===== src/rtl/shift_add_mult16_pkg.sv =====
// Shared definitions for the shift-and-add multiplier: operand width, FSM
// encoding and the state decode used to fold the unused encoding back to IDLE.
`ifndef SIZE
`define SIZE 16
`endif

package shift_add_mult16_pkg;

    localparam int SIZE = `SIZE;

    typedef enum logic [1:0] {
        IDLE = 2'd0,
        RUN  = 2'd1,
        DONE = 2'd2
    } state_t;

    // Encoding 2'd3 can only appear through an upset; treat it as IDLE.
    function automatic state_t decode_state(input logic [1:0] s);
        state_t d;
        case (s)
            2'd1:    d = RUN;
            2'd2:    d = DONE;
            default: d = IDLE;
        endcase
        return d;
    endfunction

endpackage


===== src/rtl/shift_add_mult16_if.sv =====
// Operand/product handshake bundle of the multiplier. The master side supplies
// operands and consumes products; the slave side is the multiplier itself.
interface shift_add_mult16_if #(
    parameter int WIDTH = 16
);
    logic                 in_valid;
    logic                 in_ready;
    logic [WIDTH-1:0]     a;
    logic [WIDTH-1:0]     b;
    logic                 out_valid;
    logic                 out_ready;
    logic [2*WIDTH-1:0]   product;
    logic                 busy;

    modport master (
        output in_valid,
        output a,
        output b,
        output out_ready,
        input  in_ready,
        input  out_valid,
        input  product,
        input  busy
    );

    modport slave (
        input  in_valid,
        input  a,
        input  b,
        input  out_ready,
        output in_ready,
        output out_valid,
        output product,
        output busy
    );
endinterface


===== src/rtl/shift_add_mult16_adder0.sv =====
// Combinational ripple-carry adder used once per multiplier iteration.
// One full-adder cell per bit, carry chained from LSB to MSB.
module adder0 #(
    parameter int WIDTH = 16
) (
    input  logic [WIDTH-1:0] a,
    input  logic [WIDTH-1:0] b,
    input  logic             cin,
    output logic [WIDTH-1:0] sum,
    output logic             cout
);

    logic [WIDTH:0] carry;

    assign carry[0] = cin;

    generate
        for (genvar gi = 0; gi < WIDTH; gi++) begin : g_fa
            assign sum[gi]     = a[gi] ^ b[gi] ^ carry[gi];
            assign carry[gi+1] = (a[gi] & b[gi]) | (carry[gi] & (a[gi] ^ b[gi]));
        end
    endgenerate

    assign cout = carry[WIDTH];

endmodule


===== src/rtl/shift_add_mult16.sv =====
// Sequential unsigned shift-and-add multiplier: one adder pass per clock for
// WIDTH clocks, product presented over a valid/ready handshake.
module shift_add_mult16
    import shift_add_mult16_pkg::*;
#(
    parameter int WIDTH = SIZE
) (
    input  logic               clk,
    input  logic               rst,
    shift_add_mult16_if.slave  bus
);

    localparam int CW = (WIDTH > 1) ? $clog2(WIDTH) : 1;
    localparam logic [CW-1:0] LAST = CW'(WIDTH - 1);

    state_t               state_reg, state_next, state_cur;
    logic [WIDTH-1:0]     mcand_reg, mcand_next;
    logic [WIDTH-1:0]     acc_hi_reg, acc_hi_next;
    logic [WIDTH-1:0]     acc_lo_reg, acc_lo_next;
    logic [CW-1:0]        count_reg, count_next;
    logic [2*WIDTH-1:0]   product_reg, product_next;

    logic [WIDTH-1:0]     addend;
    logic [WIDTH-1:0]     sum;
    logic                 cout;

    assign state_cur = decode_state(state_reg);

    // The multiplier bit under test is always the LSB of the low accumulator.
    assign addend = acc_lo_reg[0] ? mcand_reg : '0;

    adder0 #(
        .WIDTH (WIDTH)
    ) u_adder0 (
        .a    (acc_hi_reg),
        .b    (addend),
        .cin  (1'b0),
        .sum  (sum),
        .cout (cout)
    );

    always_ff @(posedge clk or posedge rst) begin
        if (rst) begin
            state_reg   <= IDLE;
            mcand_reg   <= '0;
            acc_hi_reg  <= '0;
            acc_lo_reg  <= '0;
            count_reg   <= '0;
            product_reg <= '0;
        end else begin
            state_reg   <= state_next;
            mcand_reg   <= mcand_next;
            acc_hi_reg  <= acc_hi_next;
            acc_lo_reg  <= acc_lo_next;
            count_reg   <= count_next;
            product_reg <= product_next;
        end
    end

    always_comb begin
        state_next   = state_cur;
        mcand_next   = mcand_reg;
        acc_hi_next  = acc_hi_reg;
        acc_lo_next  = acc_lo_reg;
        count_next   = count_reg;
        product_next = product_reg;

        case (state_cur)
            IDLE: begin
                if (bus.in_valid) begin
                    state_next  = RUN;
                    mcand_next  = bus.a;
                    acc_lo_next = bus.b;
                    acc_hi_next = '0;
                    count_next  = '0;
                end
            end
            RUN: begin
                // {cout, sum, acc_lo} shifted right by one; the carry lands in the MSB.
                acc_hi_next = {cout, sum[WIDTH-1:1]};
                acc_lo_next = {sum[0], acc_lo_reg[WIDTH-1:1]};
                count_next  = count_reg + 1'b1;
                if (count_reg == LAST) begin
                    state_next   = DONE;
                    product_next = {acc_hi_next, acc_lo_next};
                end
            end
            DONE: begin
                if (bus.out_ready) begin
                    state_next = IDLE;
                end
            end
            default: begin
                state_next = IDLE;
            end
        endcase
    end

    assign bus.in_ready  = (state_cur == IDLE);
    assign bus.out_valid = (state_cur == DONE);
    assign bus.busy      = (state_cur == RUN) || (state_cur == DONE);
    assign bus.product   = product_reg;

endmodule


===== src/flat_wrapper.sv =====
// flat-port wrapper written by rule: the top's interface ports become plain ports
module shift_add_mult16_flat import shift_add_mult16_pkg::*;
#(
    parameter int WIDTH = SIZE
)
  (clk, rst, bus_in_valid, bus_a, bus_b, bus_out_ready, bus_in_ready, bus_out_valid, bus_product, bus_busy);
  shift_add_mult16_if #(.WIDTH(WIDTH)) bus_i ();
  input  logic clk;
  input  logic rst;
  input wire logic [$bits(bus_i.in_valid)-1:0] bus_in_valid;
  input wire logic [$bits(bus_i.a)-1:0] bus_a;
  input wire logic [$bits(bus_i.b)-1:0] bus_b;
  input wire logic [$bits(bus_i.out_ready)-1:0] bus_out_ready;
  output wire logic [$bits(bus_i.in_ready)-1:0] bus_in_ready;
  output wire logic [$bits(bus_i.out_valid)-1:0] bus_out_valid;
  output wire logic [$bits(bus_i.product)-1:0] bus_product;
  output wire logic [$bits(bus_i.busy)-1:0] bus_busy;
  assign bus_i.in_valid = bus_in_valid;
  assign bus_i.a = bus_a;
  assign bus_i.b = bus_b;
  assign bus_i.out_ready = bus_out_ready;
  assign bus_in_ready = bus_i.in_ready;
  assign bus_out_valid = bus_i.out_valid;
  assign bus_product = bus_i.product;
  assign bus_busy = bus_i.busy;
  shift_add_mult16 #(.WIDTH(WIDTH)) u_core (.clk(clk), .rst(rst), .bus(bus_i));
endmodule

===== config.mk =====
export PLATFORM = sky130hd
export DESIGN_NAME = shift_add_mult16_flat
export DESIGN_NICKNAME = d
export VERILOG_FILES = /design/src/rtl/shift_add_mult16_pkg.sv /design/src/rtl/shift_add_mult16_if.sv /design/src/rtl/shift_add_mult16_adder0.sv /design/src/rtl/shift_add_mult16.sv /design/src/flat_wrapper.sv
export SDC_FILE = /design/constraint.sdc
export NUM_CORES = 1
export LEC_CHECK = 0
export ABC_AREA = 0
export BUFFER_PORTS_ARGS = -buffer_cell sky130_fd_sc_hd__buf_2
export CAP_MARGIN = 20
export CORE_MARGIN = 8
export CORE_UTILIZATION = 48
export CTS_CLUSTER_DIAMETER = 40
export CTS_CLUSTER_SIZE = 16
export DETAILED_ROUTE_END_ITERATION = 12
export PLACE_DENSITY = 0.79
export REMOVE_ABC_BUFFERS = 1
export SLEW_MARGIN = 25
export SYNTH_ARGS = -nofsm -noshare
export SYNTH_HDL_FRONTEND = slang
export SYNTH_SLANG_ARGS = --single-unit

===== constraint.sdc =====
create_clock -name clk -period 13.1 [get_ports clk]
set_input_delay 2.62 -clock clk [delete_from_list [all_inputs] [get_ports clk]]
set_output_delay 2.62 -clock clk [all_outputs]
set_load 0.01 [all_outputs]

==> impl.org, run 1 <==
** Critical path
- Data arrives at the worst endpoint at around 8000 ps.
- Crit end category :: flip-flop
- In this run the worst path has a maximum fanout of 17.
- Critical Setup Path Class :: flip-flop to flip-flop
- Required time at the worst-slack endpoint :: ~13000 ps
- STA classifies the critical path startpoint as a flip-flop.

** Place
- Placed cell count :: approximately 490
- In this run the tool buffered the top-level ports with 70 buffer cells.
- Detailed placement HPWL :: 5420 µm
- The congestion estimate from routability-driven global placement came to 0.7578.
- The placed instances occupy a cell area of ~4300 µm².

** Pwr
- Dividing total power by cell area gives a power density of between 200 and 250 nW/µm².
- In this run the static leakage power is ~2.2 nW.
- Switching fraction of total power :: between 30 and 40%
- Combinational group share of total power :: 36.9%
- The analysis attributes to net switching a power of 0.3580 mW.
- The worst-case IR drop observed on VDD is about 84 µV.
- The clock network is responsible for between 10% and 20% of the overall power.
- Cell internal pwr :: approximately 0.63 mW
- Of the total power, registers draw around 44%.

** STA
- The routed design could run at a clock period as short as between 7000 and 8000 ps.
- Setup repair after global routing missed its margin :: no
- Max-slew violations :: 0
- In the finished design, the share of the clock period the worst path needs comes to approximately three fifths.
- The final count of hold timing violations is 0.
- Transition at the pin with the smallest max-transition slack :: ~820 ps
- Achievable Freq :: 0.1278 GHz
- # setup viols final :: 0
- Remaining max-slew budget at the tightest pin :: 45.25%
- Worst hold-check slack :: between 400 and 500 ps
- Worst clock skew :: approximately 11 ps
- In the final timing run, aggregate negative setup slack is 0 ps.

** Clock network
- Post_cts resized :: 0
- Number of clock sinks :: between 80 and 90
- Clock root buffer :: sky130_fd_sc_hd__clkbuf_8
- After clock tree synthesis, the clock-pin slew on the worst setup and hold paths is approximately 80 ps.
- Clock tree from TritonCTS :: yes
- Post-CTS timing repair inserted 0 buffers for setup.
- Later-pin clock latency in the skew report :: 350 ps
- Num CTS Buffers :: 9
- In this run the number of H-tree levels came out at 3.
- No sink is reached through more buffers than the 2 on the longest clock path.
- Buffers inserted to repair hold after CTS numbered 0.

** Drt
- In this run, the number of DRC markers left after iteration 0 of detailed routing was between 50 and 60.
- For this block, the via count after detailed routing is around 2500.
- Drc violations :: 0
- Number of antenna-violating nets in the routed design :: 0
- Routed length per placed instance :: roughly 15 µm
- First-pass detailed-route iteration total :: 4
- Dividing the detail-routed via count by the number of cells gives approximately 5.0.
- Wires add up to between 7000 and 8000 µm.

** Final layout
- Once layout is done, the placed cells without fillers occupy 4474 µm².
- Across the whole layout, storage elements account for 2152 µm².
- Final core area utilization :: 57.90%
- After filler insertion, the fill cell instance count of the layout stands at ~660.
- Synth-to-layout area growth :: 17.02%
- Diodes inserted :: 0
- The register with the most flip-flops in the layout has 32 of them.
- The multi-input combinational cells in the finished layout cover a total of between 1500 and 2000 µm².
- Net count reported at finish :: between 400 and 500
- In the final layout, the share of cells above drive strength 1 is between 30% and 40%.
- The count of cells in the finished layout, fillers not included, comes to about 500.

** GRT
- Remaining Overflow, GRT :: 0
- Maximum number of pins on one net before global-route repair :: a little under 90
- The number of global-route vias before repair was 2709.
- Overall routing resource usage :: about 14%
- Antenna violations before repair :: 0
- Wire length of the first global-routing pass :: between 10000 and 15000 µm

** Status
- Run status :: complete, no violations

** Run
- Max-cap violations in this run came to 0.

** Floorplan
- The floorplan has 32 rows.
- Width of the chip :: ~110 µm
- Measured along the y axis, the die boundary spans 105.3 µm.
- Area of the placeable core :: about 7700 µm²
- 71 I/O pins were placed.
- Once the floorplan was initialized, standard cells occupied around half of the core.
- The die covers roughly 11000 µm².

** Logic synthesis
- In the post-synthesis netlist, the biggest area contributors are sky130_fd_sc_hd__dfrtp_1, sky130_fd_sc_hd__mux2_2, sky130_fd_sc_hd__fa_1.
- Post-Synthesis Cells :: 329
- Yosys printed 0 warnings.
- Dividing the synthesized area by the synthesized cell count gives approximately 12 µm².
- Mapped cell area :: around 3800 µm²
- Synthesis inferred 86 register bits.
- Sequential-to-total area share from yosys stat :: 56.28%
- Number of distinct standard cells referenced by the synthesized netlist :: 25
- The biggest area contributor in the post-synthesis netlist is sky130_fd_sc_hd__dfrtp_1.
- Post-synth top area share :: 56.28%

** Worst hold path
- Tightest Hold Check Type :: flip-flop to flip-flop
-- metrics by stage --
stage               setup WS, ps  power, mW
finish                      5272     0.9915
global route                4884      1.079
CTS                         5204      1.007
detailed placement          5222     0.8142
global placement            5401     0.7914
floorplan                   5588     0.6861
-- final timing paths --
| kind | start | to | slack, ps | cells past startpoint |
|---|---|---|---|---|
| worst max-delay path | u_core.acc_lo_reg[0] | u_core.acc_hi_reg[14] | 5270 | 19 |
| min in group asynchronous | rst | u_core.acc_lo_reg[10] | 2440 | 3 |
| worst max register to register | u_core.acc_lo_reg[0] | u_core.acc_hi_reg[14] | 5270 | 19 |
| worst min-delay path | u_core.bus.product[17] | u_core.bus.product[17] | 480 | 2 |
| worst min register to register | u_core.bus.product[17] | u_core.bus.product[17] | 480 | 2 |
| max in group asynchronous | rst | u_core.acc_lo_reg[1] | 10120 | 3 |
-- metal layers --
metal | share of wire (%) | routed length [µm] | vias up | track usage (%)
met4 | 1.3 | 99 | 0 | 4.383
li1 | - | - | 1226 | -
met3 | 4.0 | 302 | 9 | 4.629
met5 | 0 | 0 | - | 0
met1 | 43 | 3198 | 1258 | 15.91
met2 | 52 | 3922 | 37 | 24.33
-- worst max-delay path, stage by stage, from the launching register on --
cell	delay, ps
sky130_fd_sc_hd__dfrtp_1	680
sky130_fd_sc_hd__and2_1	210
sky130_fd_sc_hd__ha_1	150
sky130_fd_sc_hd__inv_1	60
sky130_fd_sc_hd__fa_1	410
sky130_fd_sc_hd__fa_1	420
sky130_fd_sc_hd__fa_1	420
sky130_fd_sc_hd__fa_1	430
sky130_fd_sc_hd__fa_1	430
sky130_fd_sc_hd__fa_1	430
sky130_fd_sc_hd__fa_1	430
sky130_fd_sc_hd__fa_1	440
sky130_fd_sc_hd__fa_1	440
sky130_fd_sc_hd__fa_1	420
sky130_fd_sc_hd__fa_1	420
sky130_fd_sc_hd__fa_1	430
sky130_fd_sc_hd__fa_1	430
sky130_fd_sc_hd__fa_1	430
sky130_fd_sc_hd__fa_1	520
sky130_fd_sc_hd__o21ai_0	80
-- synthesized netlist by cell type --
cell type,n
sky130_fd_sc_hd__o31ai_1,1
sky130_fd_sc_hd__clkbuf_1,4
sky130_fd_sc_hd__nand2_2,1
sky130_fd_sc_hd__and2_1,1
sky130_fd_sc_hd__a31o_2,1
sky130_fd_sc_hd__a32o_1,1
sky130_fd_sc_hd__a22o_1,1
sky130_fd_sc_hd__buf_4,1
sky130_fd_sc_hd__mux2i_1,17
sky130_fd_sc_hd__nand2b_1,4
sky130_fd_sc_hd__nor2b_1,1
sky130_fd_sc_hd__ha_1,4
sky130_fd_sc_hd__nor3_1,1
sky130_fd_sc_hd__nor2_1,2
sky130_fd_sc_hd__mux2_2,32
sky130_fd_sc_hd__dfrtp_1,86
sky130_fd_sc_hd__buf_2,12
sky130_fd_sc_hd__nand3_1,2
sky130_fd_sc_hd__nand2_1,66
sky130_fd_sc_hd__nand4_1,1
sky130_fd_sc_hd__inv_1,21
sky130_fd_sc_hd__o21ai_0,45
sky130_fd_sc_hd__o21ai_1,6
sky130_fd_sc_hd__o22ai_1,3
sky130_fd_sc_hd__fa_1,15
-- logic make-up after synthesis --
family                     after synthesis  synth area share (%)
AOI/OAI and AO/OA                       58                 8.083
adders and majority gates               19                 9.162
buffers and inverters                   38                 4.221
DFF                                     86                 56.28
muxes                                   49                 13.87
and+or+nand+nor                         79                 8.377
-- power by group through the flow --
| stage | logic (mW) | clock network, mW | registers (mW) |
|---|---|---|---|
| final | 0.366 | 0.192 | 0.433 |
| after global routing | 0.424 | 0.207 | 0.448 |
| after CTS | 0.376 | 0.196 | 0.434 |
| after detailed placement | 0.375 | 0 | 0.439 |
| after global placement | 0.359 | 0 | 0.433 |
| after floorplan | 0.255 | 0 | 0.431 |
-- final cells by class --
type | count | area share, %
clock buffers | 12 | 3.691
clock inverters | 3 | 0.9508
inverters | 21 | 1.790
multi-input cells | 205 | 34.03
flip-flops and latches | 86 | 48.10
well taps | 102 | 2.852
repair buffers | 74 | 8.585
-- cell usage in the layout (no fill, tap or decap), types with 6 or more instances in the layout --
cell and n:
sky130_fd_sc_hd__mux2_2 32, sky130_fd_sc_hd__o21ai_0 45, sky130_fd_sc_hd__fa_1 15, sky130_fd_sc_hd__clkbuf_8 12, sky130_fd_sc_hd__mux2i_1 16, sky130_fd_sc_hd__o21ai_1 6
sky130_fd_sc_hd__dfrtp_1 86, sky130_fd_sc_hd__nand2_1 66, sky130_fd_sc_hd__inv_1 20, sky130_fd_sc_hd__buf_2 70
(Power assumes the default switching activity.)
==> inputs of run 2 (changes only) <==
==> constraint.sdc (replaced) <==
create_clock -name clk -period 7.6 [get_ports clk]
set_input_delay 1.52 -clock clk [delete_from_list [all_inputs] [get_ports clk]]
set_output_delay 1.52 -clock clk [all_outputs]
set_load 0.01 [all_outputs]
==> run 2 against run 1 <==
  * Via count is 0.47% higher
  * Setup slack worse by 5000 ps
  * Critical endpoint unchanged
  * Sequential share of layout area is 0.31 points higher
  * Critical path type unchanged
  * Worst hold slack worse by 3.0 ps
  * Sequential cell count stayed put
==> impl.org, run 2 (synthesized netlist as in run 1, its figures left out) <==
** Place
- # port buffers :: 70 (unchanged)
- RePlAce Congestion :: 0.7750 (+2.3%)
- Detailed placement HPWL :: 5418 µm (about the same)
- Placed cell count :: 489 (+0.20%)

** Pwr
- Maximum resistive drop on vdd :: 160.7 µV (+91%)
- Pwr dens :: 374.5 nW/µm² (+69%)
- Reported leakage power :: 2.192 nW (-0.80%)
- The total power is 1.665 mW (+68%).

** Final layout
- The count of antenna diodes in the layout was 0 (unchanged).
- Synth-to-layout area growth :: 16.26%
- The number of flip-flops in the largest register is 32 (unchanged).
- The number of nets in the finished design came to 453 (+0.22%).
- Count of placed standard cells in the final layout, fillers left out :: 503 (unchanged)
- The library cells used most frequently in the layout, excluding fill and tap cells, are sky130_fd_sc_hd__dfrtp_1, sky130_fd_sc_hd__buf_2, sky130_fd_sc_hd__nand2_1.
- The share of post-route cells with drive strength above 1 came to 31.67% (+0.50 points).
- Leaving out fill and tap cells, the most frequent cell in the layout is sky130_fd_sc_hd__dfrtp_1.
- Final core area utilization :: 57.53% (-0.37 points)

** Drt
- First-iteration detailed-routing DRC count :: 95 (+70%)
- The residual DRC count was 0 (unchanged).
- First-pass detailed-route iteration total :: 4 (unchanged)
- Number of antenna-violating nets in the routed design :: 0 (unchanged)
- The per-cell routed wire length came to 14.99 µm (+0.23%).
- The per-cell via count in the routed design is 5.054 (+0.47%).
- Routed vias :: 2542 (+0.47%)
- The post-detailed-routing wire length was 7540 µm (+0.23%).

** GRT
- The total global routing overflow is 0 (unchanged).
- The number of global-route vias before repair came to 2684 (-0.92%).
- The wire length of the first global-routing pass is 12520 µm (-0.71%).
- The pin count of the biggest net entering global routing was 87 (unchanged).
- The initial antenna violation count is 0 (unchanged).
- The overall global routing resource usage is 13.83% (-0.17 points).

** STA
- The worst slack on hold paths was 475.0 ps (-2.965 ps).
- The highest clock frequency the design can meet came to 0.1366 GHz (+6.9%).
- The sum of negative setup slack is 0 ps (unchanged).
- # setup viols final :: 0 (unchanged)
- The final count of hold timing violations is 0 (unchanged).
- Setup repair after global routing missed its margin :: no
- The actual slew at the worst max-slew pin is 863.9 ps (+45.00 ps).
- Final period util :: 96.32% (+37 points)
- Max-slew violations :: 0 (unchanged)
- Remaining max-slew budget at the tightest pin :: 42.24% (-3.0 points)
- The worst-case clock skew was 11.70 ps (+0.8304 ps).
- Minimum clock period :: 7320 ps (-507.2 ps)

** Clock network
- The total number of H-tree levels is 3 (unchanged).
- Num CTS Buffers :: 9 (unchanged)
- Clock root buffer :: sky130_fd_sc_hd__clkbuf_8
- The maximum clock path buffer count came to 2 (unchanged).
- Clock-pin slew on the worst setup and hold paths :: 80 ps (about the same)
- Clock tree from TritonCTS :: yes
- Number of clock sinks :: 86 (unchanged)
- The clock insertion delay at the later pin of the skew report was 350 ps (about the same).

** Critical path
- STA classifies the critical path endpoint as a flip-flop.
- The arrival time at the worst endpoint was 7520 ps (-520 ps).
- CP max FO :: 2 (-15)
- Startpoint Class :: flip-flop
- Critical Setup Path Class :: flip-flop to flip-flop
- The worst endpoint required time came to 7800 ps (-5510 ps).

** Floorplan
- Die ar. :: 11080 µm² (unchanged)
- Initial Utilization :: 49.48% (unchanged)
- The total number of placement rows is 32 (unchanged).
- Width of the chip :: 105.3 µm (unchanged)
- The die boundary height is 105.3 µm (unchanged).
- The core footprint came to 7727 µm² (unchanged).
- The top-level I/O count came to 71 (unchanged).

** Status
- Run status :: complete, no violations

** Run
- The number of maximum-capacitance constraint violations is 0 (unchanged).

** Worst hold path
- Tightest Hold Check Type :: flip-flop to flip-flop
[run 2: cell count changes in the layout (fill, tap and decap cells not counted)]
cell	previous run	this run
sky130_fd_sc_hd__bufinv_16	1	0
sky130_fd_sc_hd__clkinv_2	2	3
sky130_fd_sc_hd__buf_6	1	2
sky130_fd_sc_hd__fa_2	0	2
sky130_fd_sc_hd__clkbuf_8	12	10
sky130_fd_sc_hd__clkinvlp_4	1	2
sky130_fd_sc_hd__fa_1	15	13
[run 2: timing repair]
action                                  in CTS  in global routing
resized for setup                            0                  3
hold endpoints to repair                     0                  0
buffers inserted                             0                  0
endpoints found under the setup margin       0                  4
hold buffers                                 0                  0
[run 2: per-stage QoR]
stage	setup slack, ps	cell area (µm²)
after detailed placement	118.3	4270
after CTS	103.2	4433
final	279.6	4446
after floorplan	87.65	3741
after global placement	272.3	4270
after global routing	2.498	4446
[run 2: layout make-up]
type                            instances  area [µm²]
Clock inverter                          4       25.02
Inverter                               21       80.08
Sequential cell                        86        2152
Clock buffer                           10       137.6
Timing Repair Buffer                   75       395.4
Tap cell                              102       127.6
Multi-Input combinational cell        205        1528
Fill cell                             667        3282
[run 2: worst max-delay path, cell delays in order (launching register included)]
cell                      delay, ps
sky130_fd_sc_hd__dfrtp_1        370
sky130_fd_sc_hd__and2_1         140
sky130_fd_sc_hd__ha_1           140
sky130_fd_sc_hd__inv_1           50
sky130_fd_sc_hd__fa_1           410
sky130_fd_sc_hd__fa_1           430
sky130_fd_sc_hd__fa_1           440
sky130_fd_sc_hd__fa_1           420
sky130_fd_sc_hd__fa_1           430
sky130_fd_sc_hd__fa_1           430
sky130_fd_sc_hd__fa_1           420
sky130_fd_sc_hd__fa_1           420
sky130_fd_sc_hd__fa_1           440
sky130_fd_sc_hd__fa_2           380
sky130_fd_sc_hd__fa_1           420
sky130_fd_sc_hd__fa_1           420
sky130_fd_sc_hd__fa_1           430
sky130_fd_sc_hd__fa_2           380
sky130_fd_sc_hd__fa_1           520
sky130_fd_sc_hd__o21ai_0         90
[run 2: worst paths after layout]
check,from,end,slack [ps],cells past startpoint
worst max-delay path,u_core.acc_lo_reg[0],u_core.acc_hi_reg[14],280,19
worst min-delay path,u_core.bus.product[18],u_core.bus.product[18],480,2
worst max register to register,u_core.acc_lo_reg[0],u_core.acc_hi_reg[14],280,19
worst min register to register,u_core.bus.product[18],u_core.bus.product[18],480,2
max in group asynchronous,rst,u_core.acc_hi_reg[11],5710,3
min in group asynchronous,rst,u_core.acc_lo_reg[10],1370,3
[run 2: power breakdown]
part / leakage [nW] / switching [mW] / internal, mW
clock network: 0.0800 / 0.151 / 0.123
logic: 1.01 / 0.365 / 0.289
registers: 1.10 / 0.103 / 0.634
[run 2: layer usage]
layer	up-vias	wire, µm	track usage [%]
li1	1228	-	-
met1	1257	3221	16.06
met2	46	3898	23.56
met3	11	275	3.289
met4	0	144	6.626
met5	-	0	0
